### config.mk
export PLATFORM = sky130hd
export DESIGN_NAME = dfh_scratch_walker
export DESIGN_NICKNAME = d
export VERILOG_FILES = /design/src/rtl/dfh_scratch_walker.sv
export SDC_FILE = /design/constraint.sdc
export NUM_CORES = 2
export LEC_CHECK = 0
export ABC_AREA = 0
export CAP_MARGIN = 15
export CORE_AREA = 3 3 521 523
export CTS_BUF_LIST = sky130_fd_sc_hd__clkbuf_8 sky130_fd_sc_hd__clkbuf_16
export DETAILED_ROUTE_END_ITERATION = 12
export DIE_AREA = 0 0 524 526
export PLACE_DENSITY_LB_ADDON = 0.08
export SLEW_MARGIN = 25
export SYNTH_ARGS = -nofsm -noshare
export SYNTH_HDL_FRONTEND = slang
export SYNTH_SLANG_ARGS = --single-unit
### constraint.sdc
create_clock -name clk -period 72.8 [get_ports clk]
set_input_delay 21.84 -clock clk [delete_from_list [all_inputs] [get_ports clk]]
set_output_delay 21.84 -clock clk [all_outputs]
set_load 0.05 [all_outputs]
### src/rtl/dfh_scratch_walker.sv
// dfh_scratch_walker: walks a DFH list, matches GUIDs to a table and self-tests matched scratch registers (DFH_WALK_RESTORE_EN restores original values)
module dfh_scratch_walker #(
  parameter int          ADDR_W      = 20,
  parameter int          NUM_FEAT    = 8,
  parameter int          MAX_HOPS    = 64,
  parameter int          TIMEOUT     = 1024,
  parameter logic [63:0] SCRATCH_PAT = 64'h5A5A_0000_A5A5_0000
) (
  input  logic                     clk,
  input  logic                     rst,
  input  logic                     start,
  input  logic [ADDR_W-1:0]        base_addr,
  input  logic [NUM_FEAT*128-1:0]  tbl_guid,
  input  logic [NUM_FEAT*16-1:0]   tbl_scratch,
  output logic                     req_valid,
  input  logic                     req_ready,
  output logic                     req_write,
  output logic [ADDR_W-1:0]        req_addr,
  output logic [63:0]              req_wdata,
  input  logic                     rsp_valid,
  input  logic [63:0]              rsp_rdata,
  output logic                     busy,
  output logic                     done,
  output logic [NUM_FEAT-1:0]      found,
  output logic [NUM_FEAT-1:0]      pass,
  output logic                     err_timeout,
  output logic                     err_hops,
  output logic [7:0]               hop_cnt
);
  localparam int IW = NUM_FEAT > 1 ? $clog2(NUM_FEAT) : 1;
  localparam int TW = $clog2(TIMEOUT + 1);
`ifdef DFH_WALK_RESTORE_EN
  typedef enum logic [3:0] {IDLE, RD_DFH, RD_GL, RD_GH, MATCH, RD_ORIG, WR_SCR, RD_SCR, CHK, WR_RESTORE, NEXT, DONE} state_t;
  logic [63:0] orig;
`else
  typedef enum logic [3:0] {IDLE, RD_DFH, RD_GL, RD_GH, MATCH, WR_SCR, RD_SCR, CHK, NEXT, DONE} state_t;
`endif
  state_t state, nxt;
  logic [ADDR_W-1:0] cur, scr_addr, addr_raw;
  logic [23:0] next_off;
  logic eol;
  logic [63:0] guid_l, guid_h, scr_rd;
  logic [NUM_FEAT*128-1:0] snap_guid;
  logic [NUM_FEAT*16-1:0] snap_scr;
  logic [NUM_FEAT-1:0] tested;
  logic [IW-1:0] idx, hit_idx;
  logic [TW-1:0] tcnt;
  logic [7:0] hop_nxt;
  logic hit, wait_rsp, is_rd, is_wr, got_rsp, tmo, stop;

  assign got_rsp   = wait_rsp & rsp_valid;
  assign tmo       = wait_rsp & ~rsp_valid & (tcnt == TW'(TIMEOUT - 1));
  assign hop_nxt   = hop_cnt + 8'd1;
  assign stop      = eol | (next_off == 24'd0) | (hop_nxt == 8'(MAX_HOPS));
  assign scr_addr  = cur + ADDR_W'(snap_scr[16*idx +: 16]);
  assign req_addr  = {addr_raw[ADDR_W-1:3], 3'b000};
  assign req_valid = is_wr | (is_rd & ~wait_rsp);
  assign req_write = is_wr;
  assign busy      = (state != IDLE) && (state != DONE);
  assign done      = state == DONE;

  // lowest table index whose GUID equals the current node's GUID
  always_comb begin
    hit = 1'b0;
    hit_idx = '0;
    for (int i = NUM_FEAT - 1; i >= 0; i--)
      if (snap_guid[128*i +: 128] == {guid_h, guid_l}) begin
        hit = 1'b1;
        hit_idx = IW'(i);
      end
  end

  // state register
  always_ff @(posedge clk or posedge rst)
    if (rst) state <= IDLE;
    else state <= nxt;

  // next state and CSR request generation
  always_comb begin
    nxt = state;
    is_rd = 1'b0;
    is_wr = 1'b0;
    addr_raw = cur;
    req_wdata = SCRATCH_PAT ^ 64'(idx);
    case (state)
      IDLE: nxt = start ? RD_DFH : IDLE;
      RD_DFH: begin
        is_rd = 1'b1;
        nxt = got_rsp ? RD_GL : state;
      end
      RD_GL: begin
        is_rd = 1'b1;
        addr_raw = cur + ADDR_W'(8);
        nxt = got_rsp ? RD_GH : state;
      end
      RD_GH: begin
        is_rd = 1'b1;
        addr_raw = cur + ADDR_W'(16);
        nxt = got_rsp ? MATCH : state;
      end
`ifdef DFH_WALK_RESTORE_EN
      MATCH: nxt = hit ? RD_ORIG : NEXT;
      RD_ORIG: begin
        is_rd = 1'b1;
        addr_raw = scr_addr;
        nxt = got_rsp ? WR_SCR : state;
      end
      CHK: nxt = WR_RESTORE;
      WR_RESTORE: begin
        is_wr = 1'b1;
        addr_raw = scr_addr;
        req_wdata = orig;
        nxt = req_ready ? NEXT : state;
      end
`else
      MATCH: nxt = hit ? WR_SCR : NEXT;
      CHK: nxt = NEXT;
`endif
      WR_SCR: begin
        is_wr = 1'b1;
        addr_raw = scr_addr;
        nxt = req_ready ? RD_SCR : state;
      end
      RD_SCR: begin
        is_rd = 1'b1;
        addr_raw = scr_addr;
        nxt = got_rsp ? CHK : state;
      end
      NEXT: nxt = stop ? DONE : RD_DFH;
      DONE: nxt = IDLE;
      default: nxt = IDLE;
    endcase
    if (tmo) nxt = DONE;
  end

  // walk datapath: response capture, timeout counter, result bits
  always_ff @(posedge clk or posedge rst)
    if (rst) begin
      cur <= '0;
      next_off <= '0;
      eol <= 1'b0;
      guid_l <= '0;
      guid_h <= '0;
      scr_rd <= '0;
`ifdef DFH_WALK_RESTORE_EN
      orig <= '0;
`endif
      snap_guid <= '0;
      snap_scr <= '0;
      tested <= '0;
      idx <= '0;
      tcnt <= '0;
      wait_rsp <= 1'b0;
      found <= '0;
      pass <= '0;
      err_timeout <= 1'b0;
      err_hops <= 1'b0;
      hop_cnt <= '0;
    end else begin
      if (state == IDLE && start) begin
        cur <= base_addr;
        snap_guid <= tbl_guid;
        snap_scr <= tbl_scratch;
        tested <= '0;
        found <= '0;
        pass <= '0;
        err_timeout <= 1'b0;
        err_hops <= 1'b0;
        hop_cnt <= '0;
      end
      if (req_valid && req_ready && !req_write) begin
        wait_rsp <= 1'b1;
        tcnt <= '0;
      end else if (got_rsp || tmo) wait_rsp <= 1'b0;
      else if (wait_rsp) tcnt <= tcnt + 1'b1;
      if (tmo) err_timeout <= 1'b1;
      if (got_rsp && state == RD_DFH) {eol, next_off} <= rsp_rdata[40:16];
      if (got_rsp && state == RD_GL) guid_l <= rsp_rdata;
      if (got_rsp && state == RD_GH) guid_h <= rsp_rdata;
      if (got_rsp && state == RD_SCR) scr_rd <= rsp_rdata;
`ifdef DFH_WALK_RESTORE_EN
      if (got_rsp && state == RD_ORIG) orig <= rsp_rdata;
`endif
      if (state == MATCH && hit) begin
        idx <= hit_idx;
        found[hit_idx] <= 1'b1;
      end
      if (state == CHK) begin
        pass[idx] <= (tested[idx] ? pass[idx] : 1'b1) & (scr_rd == (SCRATCH_PAT ^ 64'(idx)));
        tested[idx] <= 1'b1;
      end
      if (state == NEXT) begin
        hop_cnt <= hop_nxt;
        cur <= cur + ADDR_W'(next_off);
        if (!eol && next_off != 24'd0 && hop_nxt == 8'(MAX_HOPS)) err_hops <= 1'b1;
      end
    end
endmodule

==> impl_metrics.tcl <==
set metrics [dict create \
    status "complete, no violations" \
    finalCoreUtilization_pct 34.7 \
    place.gp.congestion 0.905 \
    ir_worst_vdd_mv 0.0226 \
    p_int_w 0.00239 \
    dpl.hpwl_um 333000 \
    grt_pass1_vias 62552 \
    period_minus_slack_ns 27.63 \
    grt_pass1_wl_um 580000 \
    final_cells 12761 \
    multiInputGateArea_um2 31200 \
    clockBufferDepth 3 \
    synth_top_family_by_area "simple AND/OR/NAND/NOR gates" \
    clock_tree.htree_level_count 4 \
    cap_violations 0 \
    antenna_found_initial 118 \
    grt_use_met3_pct 6.86 \
    synth_area_um2 69700 \
    post-route-worst-setup-slack_ns 45.17 \
    ys_warn_count 0 \
    setup_viol 0 \
    stdcell_area_um2 92800 \
    crit_type "reg2out" \
    gr-total-overflow 0 \
    final_common_cell "nand2_1" \
    power_frac_comb_pct 41.9 \
    ys.flop_type "dfrtp_1" \
    hp-class "reg2reg" \
    drcViolationCount 0 \
    first_pass_iters 6 \
    fin_crit_sh_pct 38.0 \
    synth_xor_area_share_pct 12.5 \
    die_w_um 524 \
    hold_viol_final 0 \
    fin_nets 10298 \
    max_freq_mhz 36.2 \
    swShare_pct 46.4 \
    slew_headroom_pct 19.0 \
    wirelength_um 447000 \
    grt_setup_unrepaired "no" \
    start_util_pct 26.0 \
    fin_tns_setup_ns 0 \
    track_usage_pct 31.5 \
    min_path_cells 2 \
    drtIter0Drc 6892 \
    critical_path_arrival_ns 5.79 \
    grt.busiest_layer "met2" \
    synthSimpleGateAreaFrac_pct 24.3 \
    gr-usage-met2_pct 49.8 \
    p_clk_share_pct 20.6 \
    ant_nets 0 \
    cts_tree "built" \
    async_flop_share_pct 100 \
    muxShareOfSynthArea_pct 3.07 \
    seq_area_frac_synth_pct 51.8 \
    die_h_um 526 \
    clk_latency_ns 0.83 \
    cts_resized 0 \
    power.leakage_nw 43.0 \
    hold_buffers 0 \
    viasPerCell 4.92 \
    synth-seq-cells 1442 \
    required_ns 50.96 \
    cts.sinks 1442 \
    cts-root-buf "clkbuf_16" \
    tightest_slew_ns 1.22 \
    rows 190 \
    seq_area_um2 36200 \
    endpoint_kind "primary output" \
    io_pins 1355 \
    synth-edff-count 0 \
    num_vias 62817 \
    final_layout_size_suffix_gt1_share_pct 8.71 \
    nFillCells 27798 \
    dpl-instance-area_um2 86500 \
    critical_path.startpoint_type "flip-flop" \
    post_cts_buffers 0 \
    grt.met1_usage_pct 41.3 \
    placed_cells 12385 \
    synthCells 7825 \
    syn_area_per_cell_um2 8.90 \
    syn2layout_area_growth_pct 33.2 \
    seq_power_share_pct 37.5 \
    finalMaxSlewViolations 0 \
    yosysUniqueCellTypes 73 \
    dpl_worst_slack_ns 46.01 \
    final.setup_skew_ns 0.0355 \
    cts_buffers 179 \
    mostFrequentLayoutCells "nand2_1, dfrtp_1, clkdlybuf4s50_1, xnor2_1, xor2_1" \
    clk_pin_slew_ns 0.06 \
    wl_per_cell_um 35.0 \
    synth-compound-area-share_pct 3.71 \
    r2r_cells 8 \
    die_area_um2 276000 \
    core_um2 267000 \
    grt_max_degree 206 \
    crit_fanout 18 \
    io_buffers 1290 \
    netSwitchingPower_w 0.00206 \
    synthAdderAreaFrac_pct 0.711 \
    power_density_nw_per_um2 47.9 \
]
cell type report:
class / instances / area share (%)
Sequential cell: 1442 / 39.1
Clock inverter: 90 / 0.784
Timing Repair Buffer: 1463 / 15.5
Tap cell: 3552 / 4.79
Multi-Input combinational cell: 5839 / 33.6
Inverter: 93 / 0.384
Clock buffer: 233 / 5.65
Antenna cell: 49 / 0.132
registers in the layout, summed over array words and instances (netlist names):
signal and cells:
err_timeout 1, cur 20, tested 8, guid_l 64
snap_guid 1024, wait_rsp 1, err_hops 1, scr_rd 64
found 8, guid_h 64, next_off 24, eol 1
tcnt 11, state 4, hop_cnt 8, idx 3
pass 8, snap_scr 128
worst max-delay path, cell delays in order (launching register included):
cell and delay, ns:
dfrtp_1 0.54, inv_1 0.22, and3_1 0.78, a22oi_1 0.22, nand4_1 0.21, ha_1 0.30
and3_1 0.18, a21oi_1 0.20, o21ai_4 0.11, o211ai_1 0.21, a41o_1 0.27, a211o_1 0.19
nand2_1 0.12, a31o_2 0.25, a221oi_1 0.30, clkdlybuf4s50_1 0.87
cell families (layout without fill, tap and decap cells):
group / after synthesis / count (layout)
xor+xnor: 994 / 994
compound gates: 387 / 387
flops: 1442 / 1442
buf+inv: 606 / 1879
other cells: 2 / 113
simple gates: 4165 / 4165
mux: 190 / 190
fa+ha+maj: 39 / 39
final timing paths:
kind,start,endpoint,slack (ns)
max reg2reg,state[3]$_DFFE_PP0P_,snap_guid[321]$_DFFE_PP0P_,67.30
min reg2reg,snap_scr[24]$_DFFE_PP0P_,snap_scr[24]$_DFFE_PP0P_,0.47
min in group asynchronous,rst,snap_guid[459]$_DFFE_PP0P_,21.61
max in group asynchronous,rst,guid_h[12]$_DFFE_PP0P_,47.48
max,idx[0]$_DFFE_PP0N_,req_addr[19],45.17
min,snap_scr[24]$_DFFE_PP0P_,snap_scr[24]$_DFFE_PP0P_,0.47
power by group through the flow:
stage	combinational, W	sequential, W	clock [W]
detailed placement	0.00185	0.00167	0
floorplan	0.00117	0.00136	0
global route	0.00200	0.00168	0.000965
CTS	0.00186	0.00166	0.000933
global placement	0.00183	0.00167	0
finish	0.00186	0.00167	0.000918
layer usage:
layer,share of wire [%],up-vias
li1,-,27389
met5,0.079,-
met2,46,2759
met4,4.7,56
met3,7.3,604
met1,42,32009
metrics by stage:
step / power, W / hold WS, ns
final: 0.00445 / 0.475
after global routing: 0.00465 / 0.495
after floorplan: 0.00253 / 0.445
after global placement: 0.00350 / 0.460
after detailed placement: 0.00351 / 0.462
after CTS: 0.00445 / 0.478
synthesized netlist by cell type (all sizes together), types with 50 or more instances:
| master | count | area [um^2] |
|---|---|---|
| a22oi | 72 | 541 |
| nor2 | 77 | 289 |
| nand3 | 50 | 250 |
| dfrtp | 1442 | 36100 |
| inv | 93 | 349 |
| nor4 | 142 | 903 |
| nand2 | 3561 | 13400 |
| buf | 216 | 1230 |
| clkbuf | 297 | 1110 |
| o21ai | 124 | 643 |
| nand4 | 226 | 1410 |
| mux2 | 180 | 2030 |
| xor2 | 277 | 2430 |
| xnor2 | 717 | 6280 |
(Power assumes the default switching activity.)
